File: src/rtl/sevenseg_pkg.sv
// Shared segment encodings, BCD-to-segment decode and FSM state type for the
// multi-digit seven-segment driver. Segment order is {g,f,e,d,c,b,a}, active-low.
package sevenseg_pkg;

  localparam logic [6:0] SEG_0     = 7'b1000000;
  localparam logic [6:0] SEG_1     = 7'b1111001;
  localparam logic [6:0] SEG_2     = 7'b0100100;
  localparam logic [6:0] SEG_3     = 7'b0110000;
  localparam logic [6:0] SEG_4     = 7'b0011001;
  localparam logic [6:0] SEG_5     = 7'b0010010;
  localparam logic [6:0] SEG_6     = 7'b0000010;
  localparam logic [6:0] SEG_7     = 7'b1111000;
  localparam logic [6:0] SEG_8     = 7'b0000000;
  localparam logic [6:0] SEG_9     = 7'b0010000;
  localparam logic [6:0] SEG_DASH  = 7'b0111111;
  localparam logic [6:0] SEG_BLANK = 7'b1111111;

  typedef enum logic [1:0] {
    ST_IDLE   = 2'd0,
    ST_SHIFT  = 2'd1,
    ST_UPDATE = 2'd2
  } state_e;

  function automatic logic [6:0] bcd_to_seg(input logic [3:0] d);
    logic [6:0] s;
    case (d)
      4'd0:    s = SEG_0;
      4'd1:    s = SEG_1;
      4'd2:    s = SEG_2;
      4'd3:    s = SEG_3;
      4'd4:    s = SEG_4;
      4'd5:    s = SEG_5;
      4'd6:    s = SEG_6;
      4'd7:    s = SEG_7;
      4'd8:    s = SEG_8;
      4'd9:    s = SEG_9;
      default: s = SEG_DASH;
    endcase
    return s;
  endfunction

endpackage

File: src/rtl/bin2bcd_seq.sv
// Iterative double-dabble core: one add-3/shift step per cycle for IN_W cycles.
// done is high in the cycle whose rising edge performs the final shift.
module bin2bcd_seq #(
  parameter int IN_W   = 16,
  parameter int DIGITS = 4
) (
  input  logic                  clk,
  input  logic                  rst_n,
  input  logic                  start,
  input  logic [IN_W-1:0]       bin_in,
  output logic [4*DIGITS-1:0]   bcd,
  output logic                  overflow,
  output logic                  done
);
  import sevenseg_pkg::*;

  localparam int BW = 4 * DIGITS;
  localparam int CW = $clog2(IN_W + 1);
  localparam logic [CW-1:0] LAST = CW'(IN_W - 1);

  logic [IN_W-1:0] bin_q, bin_d;
  logic [BW-1:0]   bcd_q, bcd_d, adj_s;
  logic            ovf_q, ovf_d;
  logic [CW-1:0]   cnt_q, cnt_d;
  logic            run_q, run_d;

  // Add-3 correction of every nibble before the shift.
  always_comb begin
    adj_s = bcd_q;
    for (int k = 0; k < DIGITS; k++) begin
      adj_s[4*k +: 4] = (bcd_q[4*k +: 4] >= 4'd5) ? (bcd_q[4*k +: 4] + 4'd3) : bcd_q[4*k +: 4];
    end
  end

  // Load on start, else shift while running; a 1 leaving the top nibble is sticky overflow.
  always_comb begin
    bin_d = bin_q;
    bcd_d = bcd_q;
    ovf_d = ovf_q;
    cnt_d = cnt_q;
    run_d = run_q;
    if (start) begin
      bin_d = bin_in;
      bcd_d = '0;
      ovf_d = 1'b0;
      cnt_d = '0;
      run_d = 1'b1;
    end else if (run_q) begin
      bcd_d = {adj_s[BW-2:0], bin_q[IN_W-1]};
      bin_d = {bin_q[IN_W-2:0], 1'b0};
      ovf_d = ovf_q | adj_s[BW-1];
      cnt_d = cnt_q + {{(CW-1){1'b0}}, 1'b1};
      run_d = (cnt_q != LAST);
    end else begin
      run_d = 1'b0;
    end
  end

  // Core state registers with synchronous reset.
  always_ff @(posedge clk) begin
    if (!rst_n) begin
      bin_q <= '0;
      bcd_q <= '0;
      ovf_q <= 1'b0;
      cnt_q <= '0;
      run_q <= 1'b0;
    end else begin
      bin_q <= bin_d;
      bcd_q <= bcd_d;
      ovf_q <= ovf_d;
      cnt_q <= cnt_d;
      run_q <= run_d;
    end
  end

  assign bcd      = bcd_q;
  assign overflow = ovf_q;
  assign done     = run_q && (cnt_q == LAST);

endmodule

File: src/rtl/multi_sevenseg_display.sv
// Binary-to-seven-segment display driver with a single pending-load slot.
// Define SEVENSEG_LZB_EN to blank leading zero digits (digit 0 is never blanked).
module multi_sevenseg_display #(
  parameter int IN_W   = 16,
  parameter int DIGITS = 4
) (
  input  logic                  clk,
  input  logic                  rst_n,
  input  logic [IN_W-1:0]       value,
  input  logic                  load,
  output logic                  busy,
  output logic                  done,
  output logic                  overflow,
  output logic [7*DIGITS-1:0]   seg
);
  import sevenseg_pkg::*;

  state_e state_q, state_d;

  logic                pend_q, pend_d;
  logic [IN_W-1:0]     pend_val_q, pend_val_d;
  logic [7*DIGITS-1:0] seg_q, seg_d, seg_dec_s;
  logic                done_q, done_d;
  logic                ovf_q, ovf_d;
  logic                busy_q, busy_d;

  logic                core_start_s;
  logic [IN_W-1:0]     core_bin_s;
  logic [4*DIGITS-1:0] core_bcd_s;
  logic                core_ovf_s;
  logic                core_done_s;

  bin2bcd_seq #(
    .IN_W   (IN_W),
    .DIGITS (DIGITS)
  ) u_core (
    .clk      (clk),
    .rst_n    (rst_n),
    .start    (core_start_s),
    .bin_in   (core_bin_s),
    .bcd      (core_bcd_s),
    .overflow (core_ovf_s),
    .done     (core_done_s)
  );

  // State register.
  always_ff @(posedge clk) begin
    if (!rst_n) begin
      state_q <= ST_IDLE;
    end else begin
      state_q <= state_d;
    end
  end

  // Next-state logic; UPDATE chains straight into SHIFT when a load is waiting.
  always_comb begin
    state_d = state_q;
    case (state_q)
      ST_IDLE:   state_d = load ? ST_SHIFT : ST_IDLE;
      ST_SHIFT:  state_d = core_done_s ? ST_UPDATE : ST_SHIFT;
      ST_UPDATE: state_d = (load || pend_q) ? ST_SHIFT : ST_IDLE;
      default:   state_d = ST_IDLE;
    endcase
  end

  // Output logic: core start, pending slot and display update.
  always_comb begin
    core_start_s = 1'b0;
    core_bin_s   = value;
    pend_d       = pend_q;
    pend_val_d   = pend_val_q;
    seg_d        = seg_q;
    done_d       = 1'b0;
    ovf_d        = ovf_q;
    case (state_q)
      ST_IDLE: begin
        core_start_s = load;
        pend_d       = 1'b0;
      end
      ST_SHIFT: begin
        if (load) begin
          pend_d     = 1'b1;
          pend_val_d = value;
        end else begin
          pend_d     = pend_q;
        end
      end
      ST_UPDATE: begin
        core_start_s = load || pend_q;
        core_bin_s   = load ? value : pend_val_q;
        pend_d       = 1'b0;
        seg_d        = seg_dec_s;
        done_d       = 1'b1;
        ovf_d        = core_ovf_s;
      end
      default: begin
        pend_d = 1'b0;
      end
    endcase
    busy_d = (state_d != ST_IDLE);
  end

`ifdef SEVENSEG_LZB_EN
  logic lead_s;
`endif

  // Digit decode from the finished BCD word, scanning from the top digit down.
  always_comb begin
    seg_dec_s = '1;
`ifdef SEVENSEG_LZB_EN
    lead_s = 1'b1;
`endif
    for (int k = DIGITS - 1; k >= 0; k--) begin
      if (core_ovf_s) begin
        seg_dec_s[7*k +: 7] = SEG_DASH;
      end
`ifdef SEVENSEG_LZB_EN
      else if (lead_s && (k != 0) && (core_bcd_s[4*k +: 4] == 4'd0)) begin
        seg_dec_s[7*k +: 7] = SEG_BLANK;
      end
`endif
      else begin
        seg_dec_s[7*k +: 7] = bcd_to_seg(core_bcd_s[4*k +: 4]);
      end
`ifdef SEVENSEG_LZB_EN
      lead_s = lead_s && (core_bcd_s[4*k +: 4] == 4'd0);
`endif
    end
  end

  // Display and status registers.
  always_ff @(posedge clk) begin
    if (!rst_n) begin
      pend_q     <= 1'b0;
      pend_val_q <= '0;
      seg_q      <= '1;
      done_q     <= 1'b0;
      ovf_q      <= 1'b0;
      busy_q     <= 1'b0;
    end else begin
      pend_q     <= pend_d;
      pend_val_q <= pend_val_d;
      seg_q      <= seg_d;
      done_q     <= done_d;
      ovf_q      <= ovf_d;
      busy_q     <= busy_d;
    end
  end

  assign seg      = seg_q;
  assign done     = done_q;
  assign overflow = ovf_q;
  assign busy     = busy_q;

endmodule
File: config.mk
export PLATFORM = sky130hd
export DESIGN_NAME = multi_sevenseg_display
export DESIGN_NICKNAME = d
export VERILOG_FILES = /design/src/rtl/sevenseg_pkg.sv /design/src/rtl/bin2bcd_seq.sv /design/src/rtl/multi_sevenseg_display.sv
export SDC_FILE = /design/constraint.sdc
export NUM_CORES = 1
export LEC_CHECK = 0
export CAP_MARGIN = 20
export CELL_PAD_IN_SITES_DETAIL_PLACEMENT = 0
export CELL_PAD_IN_SITES_GLOBAL_PLACEMENT = 1
export CORE_UTILIZATION = 38
export CTS_CLUSTER_SIZE = 20
export DETAILED_ROUTE_END_ITERATION = 12
export HOLD_SLACK_MARGIN = 0.12
export PLACE_DENSITY = 0.77
export SETUP_SLACK_MARGIN = 0.02
export SYNTH_ARGS = -nofsm -noshare
export SYNTH_HDL_FRONTEND = slang
export SYNTH_HIERARCHICAL = 1
export SYNTH_SLANG_ARGS = --single-unit
File: constraint.sdc
create_clock -name clk -period 1.6 [get_ports clk]
set_input_delay 0.24 -clock clk [delete_from_list [all_inputs] [get_ports clk]]
set_output_delay 0.24 -clock clk [all_outputs]
set_load 0.1 [all_outputs]
==> results of run 1 <==
## routing by layer
layer / vias to the layer above / global-route usage / part of all wire
li1: 2076 / - / -
met1: 1860 / 0.227 / 0.51
met2: 67 / 0.278 / 0.45
met3: 12 / 0.0241 / 0.028
met4: 0 / 0.0781 / 0.018
met5: - / 0 / 0
## flip-flops by register name, summed over array words and instances, names as in the netlist
signal           flops
seg                 28
pend_val_q          16
u_core/bcd          16
u_core/bin_q        16
u_core/cnt_q         5
state_q              2
busy                 1
done                 1
overflow             1
pend_q               1
u_core/overflow      1
u_core/run_q         1
## timing repair
action,in CTS,in global routing
setup buffers,0,2
resized for setup,0,17
setup endpoints to repair,0,17
hold endpoints to repair,0,0
## power by group
| part | leakage [nW] | switching, mW | total (mW) | internal, mW |
|---|---|---|---|---|
| Clock | 0.137 | 0.846 | 2.10 | 1.26 |
| Combinational | 1.59 | 0.314 | 0.620 | 0.306 |
| Sequential | 0.728 | 0.0511 | 2.33 | 2.28 |
## final cells by class
cell class	instances	share of cell area
clock buffer	14	0.0401
clock inverter	2	0.00593
inverter	24	0.0142
multi-input combinational	396	0.427
sequential	89	0.284
tap	147	0.0290
timing repair buffer	101	0.200
## worst max-delay path, stage by stage, from the launching register on
cell	delay, ns
dfxtp_4	0.38
a21oi_4	0.15
nor2_2	0.06
nand2b_4	0.17
or4b_1	0.50
o311ai_0	0.12
## logic make-up (layout without fill, tap and decap cells)
kind of cell,Yosys count,after routing,share of synthesized area
DFF,89,89,0.381
adders and majority gates,30,30,0.0804
and+or+nand+nor,197,197,0.223
xor gates and xnor gates,3,3,0.00563
AOI/OAI and AO/OA,131,131,0.174
buffers and inverters,59,141,0.0565
muxes,35,35,0.0793
## final timing paths
kind | end | slack, ns | cells after the start
max | u_core/bcd[9] | 0.08 | 5
min | pend_q | 0.45 | 3
max reg2reg | u_core/bcd[9] | 0.08 | 5
min reg2reg | pend_val_q[10] | 0.46 | 2
## placed cells by master (no fill, tap or decap), types with 4 or more instances in the layout
cell and n:
nand2b_1 8, or4b_1 4, clkbuf_1 4, o22ai_1 4, nor3_1 18, nor2b_1 16
o21ai_1 11, nor2_1 17, a211oi_1 5, and2_1 17, nand4_1 9, nor3b_1 5
a21oi_1 40, inv_2 4, nand2_1 75, a31oi_1 8, nand3b_1 5, o21ai_0 26
ha_1 27, nand3_1 5, mux2_4 10, buf_12 37, o21a_1 5, mux2i_1 19
a2bb2oi_1 4, clkbuf_16 9, dfxtp_2 6, inv_1 20, clkdlybuf4s50_1 17, dfxtp_1 81
buf_4 46, mux2_2 6, o22a_1 12
## metrics by stage
step	cell area, um^2	total power [mW]	worst slack [ns]	std cells
after global routing	6330	5.27	0.0165	773
after global placement	5980	2.97	-0.271	755
after CTS	6270	5.11	0.0292	771
after detailed placement	5980	2.99	-0.325	755
after floorplan	4740	2.76	0.00933	544
final	6330	5.05	0.0835	773
==> impl_metrics.yaml, run 1 <==
status:
  status: "complete, no violations"
yosys:
  synth.area.top_cells: "dfxtp_1, ha_1, nand2_1, a21oi_1, mux2i_1"
  synthArstFlopShare: 0
  avgSynthCellArea_um2: 8.59
  synth_area_leader_cell: "dfxtp_1"
  yosysSeqAreaShare: 0.381
  synthMostInstantiatedCell: "dfxtp_1"
  yosys_warnings: 6
  synthTopCellsByCount: "dfxtp_1, nand2_1, a21oi_1"
  synth_edf_count: 0
  ys_ff_latch: 89
  ys_types: 52
  ys.flop_type: "dfxtp_1"
  syn_inst: 544
  netlist.area_leader.share: 0.381
  syn_area_um2: 4670
  synthesis.nets: 593
global_route:
  grt_max_degree: 52
  grtUsageTotal: 0.172
  first_global_vias: 3745
  grt_pass1_wl_um: 17600
  grt-ovfl-total: 0
  grt_antenna_before_repair: 0
finish:
  layout-drive-gt1-share: 0.220
  utilization: 0.527
  register_area_um2: 1800
  multiInputGateArea_um2: 2700
  syn_to_final_growth_pct: 35.6
  nNetsFinal: 670
  fillers: 1109
  diodes: 0
placed_design:
  hpwlAfterDp_um: 7530
  place.port_buffers: 49
  routabilityCongestion: 0.815
worst_setup_path:
  critPathArrivalTime_ns: 1.73
  reg2reg_from: "state_q[1]"
  crit_path_max_fanout: 8
  critPathKind: "reg -> reg"
  worst-endpoint-required_ns: 1.81
  endpoint_kind: "flip-flop"
  worst_setup_path_start_kind: "flip-flop"
  startpoint: "state_q[1]"
detailed_routing:
  drtIter0Drc: 269
  first_pass_iters: 5
  antenna_left: 0
  via_per_inst: 5.19
  post_drt_wl_per_cell_um: 13.4
  drt-total-wl_um: 10400
  vias: 4015
  drc: 0
clock_tree:
  postCtsHoldBufs: 0
  clock-sinks: 89
  numCtsBuffers: 9
  cts_buffer_depth: 2
  path_clk_slew_ns: 0.06
  cts_tree: "yes"
  htree_num_levels: 3
  ctsRootBufferMaster: "clkbuf_16"
  clk_latency_ns: 0.34
timing:
  final.setup_skew_ns: 0.00765
  timing.final.crit_period_ns: 1.52
  drv_slew: 0
  relSlewSlack: 0.759
  fin_setup_tns_ns: 0
  setup_viol: 0
  rsz0062_at_grt: "no"
  fin_crit_sh: 0.948
  timing.hold.ws_ns: 0.454
  fmax_ghz: 0.659
  hold_viol: 0
  worst_slew_pin_slew_ns: 0.361
hold_path:
  min_path_type: "in -> reg"
  min_from: "load"
floorplan:
  start_util: 0.389
  rows: 40
  ioPinCount: 50
  fp.dieW_um: 113
  die_area_um2: 12700
  core_area_um2: 12000
  die_h_um: 113
power_and_ir_drop:
  ir_worst_vdd_mv: 0.525
  pwr_density_cell_nw_per_um2: 798
  leakagePower_nw: 2.46
job:
  maxCapViolations: 0
No activity file was read; power rests on OpenSTA's default activity.
==> run 2: changes to the inputs <==
--- a/config.mk
+++ b/config.mk
@@ -5,7 +5,7 @@
 export SDC_FILE = /design/constraint.sdc
 export NUM_CORES = 1
 export LEC_CHECK = 0
-export CAP_MARGIN = 20
+export CAP_MARGIN = 0
 export CELL_PAD_IN_SITES_DETAIL_PLACEMENT = 0
 export CELL_PAD_IN_SITES_GLOBAL_PLACEMENT = 1
 export CORE_UTILIZATION = 38
==> results of run 2 <==
The final DEF is identical to that of run 1; final timing and power are the same.
